--- config.mk ---
export PLATFORM = sky130hd
export DESIGN_NAME = hazard_ctrl
export DESIGN_NICKNAME = d
export VERILOG_FILES = /design/src/rtl/riscv_pkg.sv /design/src/rtl/hazard_scoreboard.sv /design/src/rtl/hazard_ctrl.sv
export SDC_FILE = /design/constraint.sdc
export NUM_CORES = 1
export LEC_CHECK = 0
export ABC_AREA = 1
export CORE_ASPECT_RATIO = 0.7
export CORE_UTILIZATION = 30
export DETAILED_ROUTE_END_ITERATION = 7
export GPL_ROUTABILITY_DRIVEN = 0
export GPL_TIMING_DRIVEN = 0
export REMOVE_ABC_BUFFERS = 1
export SYNTH_ARGS = -nofsm -noshare
export SYNTH_HDL_FRONTEND = slang
export SYNTH_HIERARCHICAL = 1
export SYNTH_SLANG_ARGS = --single-unit
--- constraint.sdc ---
create_clock -name clk -period 1.7 [get_ports clk]
set_input_delay 0.255 -clock clk [delete_from_list [all_inputs] [get_ports clk]]
set_output_delay 0.255 -clock clk [all_outputs]
set_load 0.02 [all_outputs]
--- src/rtl/riscv_pkg.sv ---
// Shared types for the pipeline hazard controller: scoreboard entry layout
// and the forwarding-select encoding for "read from register file".
package riscv_pkg;

    localparam int NREGS_DEFAULT = 32;
    localparam int SB_RD_W       = $clog2(NREGS_DEFAULT);

    // One in-flight instruction as seen by the hazard logic.
    typedef struct packed {
        logic               valid;
        logic [SB_RD_W-1:0] rd;
        logic               is_load;
    } sb_entry_t;

    localparam sb_entry_t SB_BUBBLE   = '0;
    localparam int        FWD_REGFILE = 0;

endpackage

--- src/rtl/hazard_scoreboard.sv ---
// Shift register of in-flight destination registers, one entry per tracked
// stage after decode (index 0 = EX). Provides per-stage source matches for
// the forwardable stages and a load-use hit for stages still waiting on
// load data.
module hazard_scoreboard
    import riscv_pkg::*;
#(
    parameter int FWD_STAGES = 3,
    parameter int LOAD_LAT   = 1,
    parameter int RA_W       = 5
) (
    input  logic                  clk,
    input  logic                  reset,
    input  logic                  hold,
    input  logic                  bubble,
    input  sb_entry_t             entry,
    input  logic [RA_W-1:0]       rs1,
    input  logic                  rs1_used,
    input  logic [RA_W-1:0]       rs2,
    input  logic                  rs2_used,
    output logic [FWD_STAGES-2:0] match_a,
    output logic [FWD_STAGES-2:0] match_b,
    output logic                  load_hit
);

    sb_entry_t          sb [FWD_STAGES];
    logic [SB_RD_W-1:0] rs1_x;
    logic [SB_RD_W-1:0] rs2_x;

    assign rs1_x = SB_RD_W'(rs1);
    assign rs2_x = SB_RD_W'(rs2);

    // Shift entries one stage older each unfrozen cycle; the oldest retires.
    always_ff @(posedge clk) begin
        if (!reset) begin
            for (int k = 0; k < FWD_STAGES; k++) begin
                sb[k] <= SB_BUBBLE;
            end
        end else if (!hold) begin
            sb[0] <= bubble ? SB_BUBBLE : entry;
            for (int k = 1; k < FWD_STAGES; k++) begin
                sb[k] <= sb[k-1];
            end
        end
    end

    // Source matches for forwardable stages and the load-use window.
    always_comb begin
        match_a  = '0;
        match_b  = '0;
        load_hit = 1'b0;
        for (int k = 0; k < FWD_STAGES - 1; k++) begin
            match_a[k] = rs1_used && (rs1_x != '0) && sb[k].valid && (sb[k].rd == rs1_x);
            match_b[k] = rs2_used && (rs2_x != '0) && sb[k].valid && (sb[k].rd == rs2_x);
        end
        for (int k = 0; k < LOAD_LAT; k++) begin
            if ((match_a[k] || match_b[k]) && sb[k].is_load) begin
                load_hit = 1'b1;
            end
        end
    end

endmodule

--- src/rtl/hazard_ctrl.sv ---
// Pipeline hazard controller: load-use stalls, branch flushes, external
// memory-wait freezes and registered forwarding selects for EX.
// Optional performance counters are built when HAZARD_PERF_EN is defined.
//
// Priority (highest first): reset, ext_stall, e_b_taken, load-use, none.
// Stall/flush outputs are combinational; fwd_a/fwd_b are registered and
// describe the instruction currently in EX (0 = register file, k = result
// of stage k+1).
module hazard_ctrl
    import riscv_pkg::*;
#(
    parameter  int NREGS      = 32,
    parameter  int FWD_STAGES = 3,
    parameter  int LOAD_LAT   = 1,
    localparam int RA_W       = $clog2(NREGS),
    localparam int FWD_W      = $clog2(FWD_STAGES)
) (
    input  logic             clk,
    input  logic             reset,
    input  logic             d_valid,
    input  logic [RA_W-1:0]  d_rs1,
    input  logic [RA_W-1:0]  d_rs2,
    input  logic             d_rs1_used,
    input  logic             d_rs2_used,
    input  logic [RA_W-1:0]  d_rd,
    input  logic             d_regwrite,
    input  logic             d_is_load,
    input  logic             e_b_taken,
    input  logic             ext_stall,
    output logic             stall_f,
    output logic             stall_d,
    output logic             stall_e,
    output logic             flush_d,
    output logic             flush_e,
`ifdef HAZARD_PERF_EN
    output logic [31:0]      perf_stall_cnt,
    output logic [31:0]      perf_flush_cnt,
`endif
    output logic [FWD_W-1:0] fwd_a,
    output logic [FWD_W-1:0] fwd_b
);

    logic [FWD_STAGES-2:0] match_a;
    logic [FWD_STAGES-2:0] match_b;
    logic                  load_hit;
    logic                  load_use;
    logic                  bubble;
    sb_entry_t             entry;
    logic [FWD_W-1:0]      fwd_a_nxt;
    logic [FWD_W-1:0]      fwd_b_nxt;

    // Destination is tracked only when it is really written and is not x0.
    assign entry.valid   = d_regwrite && (d_rd != '0);
    assign entry.rd      = SB_RD_W'(d_rd);
    assign entry.is_load = d_is_load;

    assign load_use = d_valid && load_hit;
    assign bubble   = e_b_taken || load_use || !d_valid;

    hazard_scoreboard #(
        .FWD_STAGES (FWD_STAGES),
        .LOAD_LAT   (LOAD_LAT),
        .RA_W       (RA_W)
    ) u_scoreboard (
        .clk      (clk),
        .reset    (reset),
        .hold     (ext_stall),
        .bubble   (bubble),
        .entry    (entry),
        .rs1      (d_rs1),
        .rs1_used (d_rs1_used),
        .rs2      (d_rs2),
        .rs2_used (d_rs2_used),
        .match_a  (match_a),
        .match_b  (match_b),
        .load_hit (load_hit)
    );

    // Stall/flush decision in priority order.
    always_comb begin
        stall_f = 1'b0;
        stall_d = 1'b0;
        stall_e = 1'b0;
        flush_d = 1'b0;
        flush_e = 1'b0;
        if (!reset) begin
            flush_d = 1'b1;
            flush_e = 1'b1;
        end else if (ext_stall) begin
            stall_f = 1'b1;
            stall_d = 1'b1;
            stall_e = 1'b1;
        end else if (e_b_taken) begin
            flush_d = 1'b1;
            flush_e = 1'b1;
        end else if (load_use) begin
            stall_f = 1'b1;
            stall_d = 1'b1;
            flush_e = 1'b1;
        end
    end

    // Youngest matching stage wins: scan oldest to youngest, last hit sticks.
    always_comb begin
        fwd_a_nxt = FWD_W'(FWD_REGFILE);
        fwd_b_nxt = FWD_W'(FWD_REGFILE);
        for (int k = FWD_STAGES - 1; k >= 1; k--) begin
            if (match_a[k-1]) fwd_a_nxt = FWD_W'(k);
            if (match_b[k-1]) fwd_b_nxt = FWD_W'(k);
        end
    end

    // Forwarding selects follow the decode entry into EX; bubbles read regfile.
    always_ff @(posedge clk) begin
        if (!reset) begin
            fwd_a <= FWD_W'(FWD_REGFILE);
            fwd_b <= FWD_W'(FWD_REGFILE);
        end else if (!ext_stall) begin
            if (bubble) begin
                fwd_a <= FWD_W'(FWD_REGFILE);
                fwd_b <= FWD_W'(FWD_REGFILE);
            end else begin
                fwd_a <= fwd_a_nxt;
                fwd_b <= fwd_b_nxt;
            end
        end
    end

`ifdef HAZARD_PERF_EN
    logic stall_event;
    logic flush_event;

    assign stall_event = !ext_stall && !e_b_taken && load_use;
    assign flush_event = !ext_stall && e_b_taken;

    // Saturating event counters; frozen cycles are not counted.
    always_ff @(posedge clk) begin
        if (!reset) begin
            perf_stall_cnt <= '0;
            perf_flush_cnt <= '0;
        end else begin
            if (stall_event && (perf_stall_cnt != 32'hFFFF_FFFF)) begin
                perf_stall_cnt <= perf_stall_cnt + 32'd1;
            end
            if (flush_event && (perf_flush_cnt != 32'hFFFF_FFFF)) begin
                perf_flush_cnt <= perf_flush_cnt + 32'd1;
            end
        end
    end
`endif

endmodule

==> impl_metrics.json <==
{
  "netlist_area_um2": 1170,
  "worst_slew_pin_slew_ns": 0.546,
  "leakagePower_uw": 0.000778,
  "power.share.sequential_pct": 48.0,
  "die_x_um": 76.7,
  "grt_usage_pct": 14.6,
  "fin_worst_skew_ns": 0.00578,
  "syn_to_final_growth_pct": 43.7,
  "fin_cells": 265,
  "p_per_area_nw_per_um2": 600,
  "ctsHoldBuffers": 0,
  "rsz0062_at_grt": "yes",
  "min-delay-path-class": "primary input to register",
  "regArea_um2": 470,
  "final_common_cell": "nand2_1",
  "root_buffer": "clkbuf_8",
  "antenna_cells": 0,
  "wl_met2_um": 1170,
  "insertion_delay_ns": 0.25,
  "yosysSeqAreaShare_pct": 40.2,
  "fillers": 385,
  "wl_met1_um": 1420,
  "io_pins": 33,
  "p_sw_uw": 277,
  "htree_levels": 1,
  "path_class": "primary input to primary output",
  "wl_met3_um": 218,
  "post-route-min-period_ns": 2.05,
  "slew-limit-headroom_pct": 63.5,
  "arrival_ns": 1.79,
  "yosys.area.top_type": "edfxtp_1",
  "power.share.switching_pct": 27.4,
  "initial_core_util_pct": 32.3,
  "power.internal_uw": 732,
  "die-area_um2": 4160,
  "drcViolationCount": 0,
  "cts_tree": "yes",
  "numCtsBuffers": 3,
  "rows": 18,
  "hold_depth": 3,
  "ant_nets": 0,
  "grt_overflow": 0,
  "path_clk_slew_ns": 0.06,
  "grt_pass1_wl_um": 4540,
  "violations": "setup timing",
  "syn_inst": 176,
  "placedCellCount": 256,
  "critPathLaunchType": "primary input",
  "synth_area_per_cell_um2": 6.65,
  "final_nets": 240,
  "p_comb_share_pct": 22.3,
  "max_cap_violations": 0,
  "die_h_um": 54.3,
  "dr.pass1.iters": 4,
  "grt_pass1_vias": 1026,
  "drt-total-wl_um": 2810,
  "worst_ir_drop_vdd_mv": 0.285,
  "coreArea_um2": 3630,
  "wl_per_cell_um": 10.6,
  "grt_start_max_net_pins": 14,
  "power.clock.fraction_pct": 29.7,
  "r2r_cells": 10,
  "fin_crit_sh_pct": 121,
  "synth_top_area_share_pct": 33.3,
  "cp_max_fo": 3,
  "yosysWarnings": 6,
  "drive_gt1_share_pct": 20.5,
  "fmax_ghz": 0.488,
  "setup_viol": 11,
  "antenna_found_initial": 0,
  "fin_ws_ns": -0.349,
  "finalHoldViolCount": 0,
  "drt_iter0_drc": 54,
  "vias": 1149,
  "cts.sinks": 17,
  "most-common-layout-cells": "nand2_1 (45), inv_1 (29), nor2_1 (23)",
  "critPathRequiredTime_ns": 1.44,
  "endpoint_kind": "primary output",
  "synth.distinct_cells": 20,
  "ys_seq_elements": 17,
  "clk_path_buf_depth": 2,
  "fin_tns_setup_ns": -2.45,
  "yosys-top-cells-area": "edfxtp_1 (33%), nand2_1 (16%), inv_1 (11%)",
  "drv_slew": 0,
  "dp_hpwl_um": 2200,
  "io_buffers": 32,
  "outcome": "finished with violations",
  "multi_input_area_um2": 608,
  "vias_per_cell": 4.34,
  "dr.max_layer_used": "met4"
}
final timing paths:
kind / end / slack [ns] / start
max: flush_e / -0.35 / d_rs2[4]
min: fwd_a[0]$_SDFFE_PN0N_ / 0.42 / reset
max reg2reg: u_scoreboard/sb[0][2]$_SDFFCE_PP0P_ / -0.16 / u_scoreboard/sb[0][4]$_SDFFCE_PP0P_
min reg2reg: fwd_a[1]$_SDFFE_PN0N_ / 0.45 / fwd_a[1]$_SDFFE_PN0N_
state kept, by name, summed over array words and instances (netlist names):
signal / cells
fwd_a: 2
u_scoreboard/sb: 13
fwd_b: 2
cell families (layout without fill, tap and decap cells):
kind of cell	count (synthesis)	in the layout	share of synthesized area, %
and+or+nand+nor	101	101	36.5
AOI/OAI and AO/OA	15	15	6.84
xor gates and xnor gates	4	4	2.99
DFF	17	17	40.2
buffers and inverters	39	78	13.5
worst max-delay path, stage by stage:
cell and delay (ns):
clkdlybuf4s50_1 0.47, inv_2 0.10, nand2_2 0.06, nand2_2 0.07
nand2_1 0.05, nor2_1 0.10, nand3_1 0.11, a21oi_2 0.19
nand2_2 0.09, a31oi_1 0.14, buf_4 0.16
cell type report:
class                           count  share of cell area [%]
Clock buffer                        3                    2.45
Clock inverter                      1                   0.297
Inverter                           37                    8.25
Multi-Input combinational cell    120                    36.1
Sequential cell                    17                    28.0
Tap cell                           50                    3.72
Timing Repair Buffer               37                    21.2
power by group through the flow:
stage                     clock, uW  combinational [uW]  sequential [uW]
after global routing            326                 252              486
after CTS                       309                 208              483
after global placement            0                 205              492
after detailed placement          0                 206              492
after floorplan                   0                 106              486
final                           300                 225              484
repair_timing:
action | 4_1_cts | 5_1_grt
pin swaps | 7 | 10
setup buffers | 2 | 3
endpoints found under the setup margin | 12 | 16
hold endpoints to repair | 0 | 0
resized for setup | 36 | 21
synth_stat cells:
cell type   n
nor2_4      1
nor3_1      4
xnor2_1     3
inv_2       2
inv_1      35
nor2_1     25
buf_6       1
xor2_1      1
a21oi_1     5
nand3_1    11
nand2_1    51
or2_1       1
nand4_1     1
o21ai_0     8
edfxtp_1   13
o2111ai_1   1
a31oi_1     1
buf_4       1
dfxtp_1     4
nor2_2      7
layer usage:
metal  track usage, %  vias to the layer above
met2             22.3                       38
met1             20.8                      488
met4             2.88                        0
met3             4.00                        2
met5                0                        -
li1                 -                      621
per-stage QoR:
stage | total power [uW] | hold slack, ns | worst slack [ns] | instance area [um2] | utilization [%]
2_1_floorplan | 592 | 0.424 | -0.232 | 1150 | -
3_3_place_gp | 697 | 0.444 | -0.916 | 1540 | 42.3
3_5_place_dp | 698 | 0.445 | -0.901 | 1540 | 42.3
4_1_cts | 1000 | 0.453 | -0.336 | 1610 | 44.3
5_1_grt | 1060 | 0.436 | -0.458 | 1680 | 46.4
6_report | 1010 | 0.422 | -0.349 | 1680 | 46.4
Note: power is estimated with default switching activity, not from simulation.
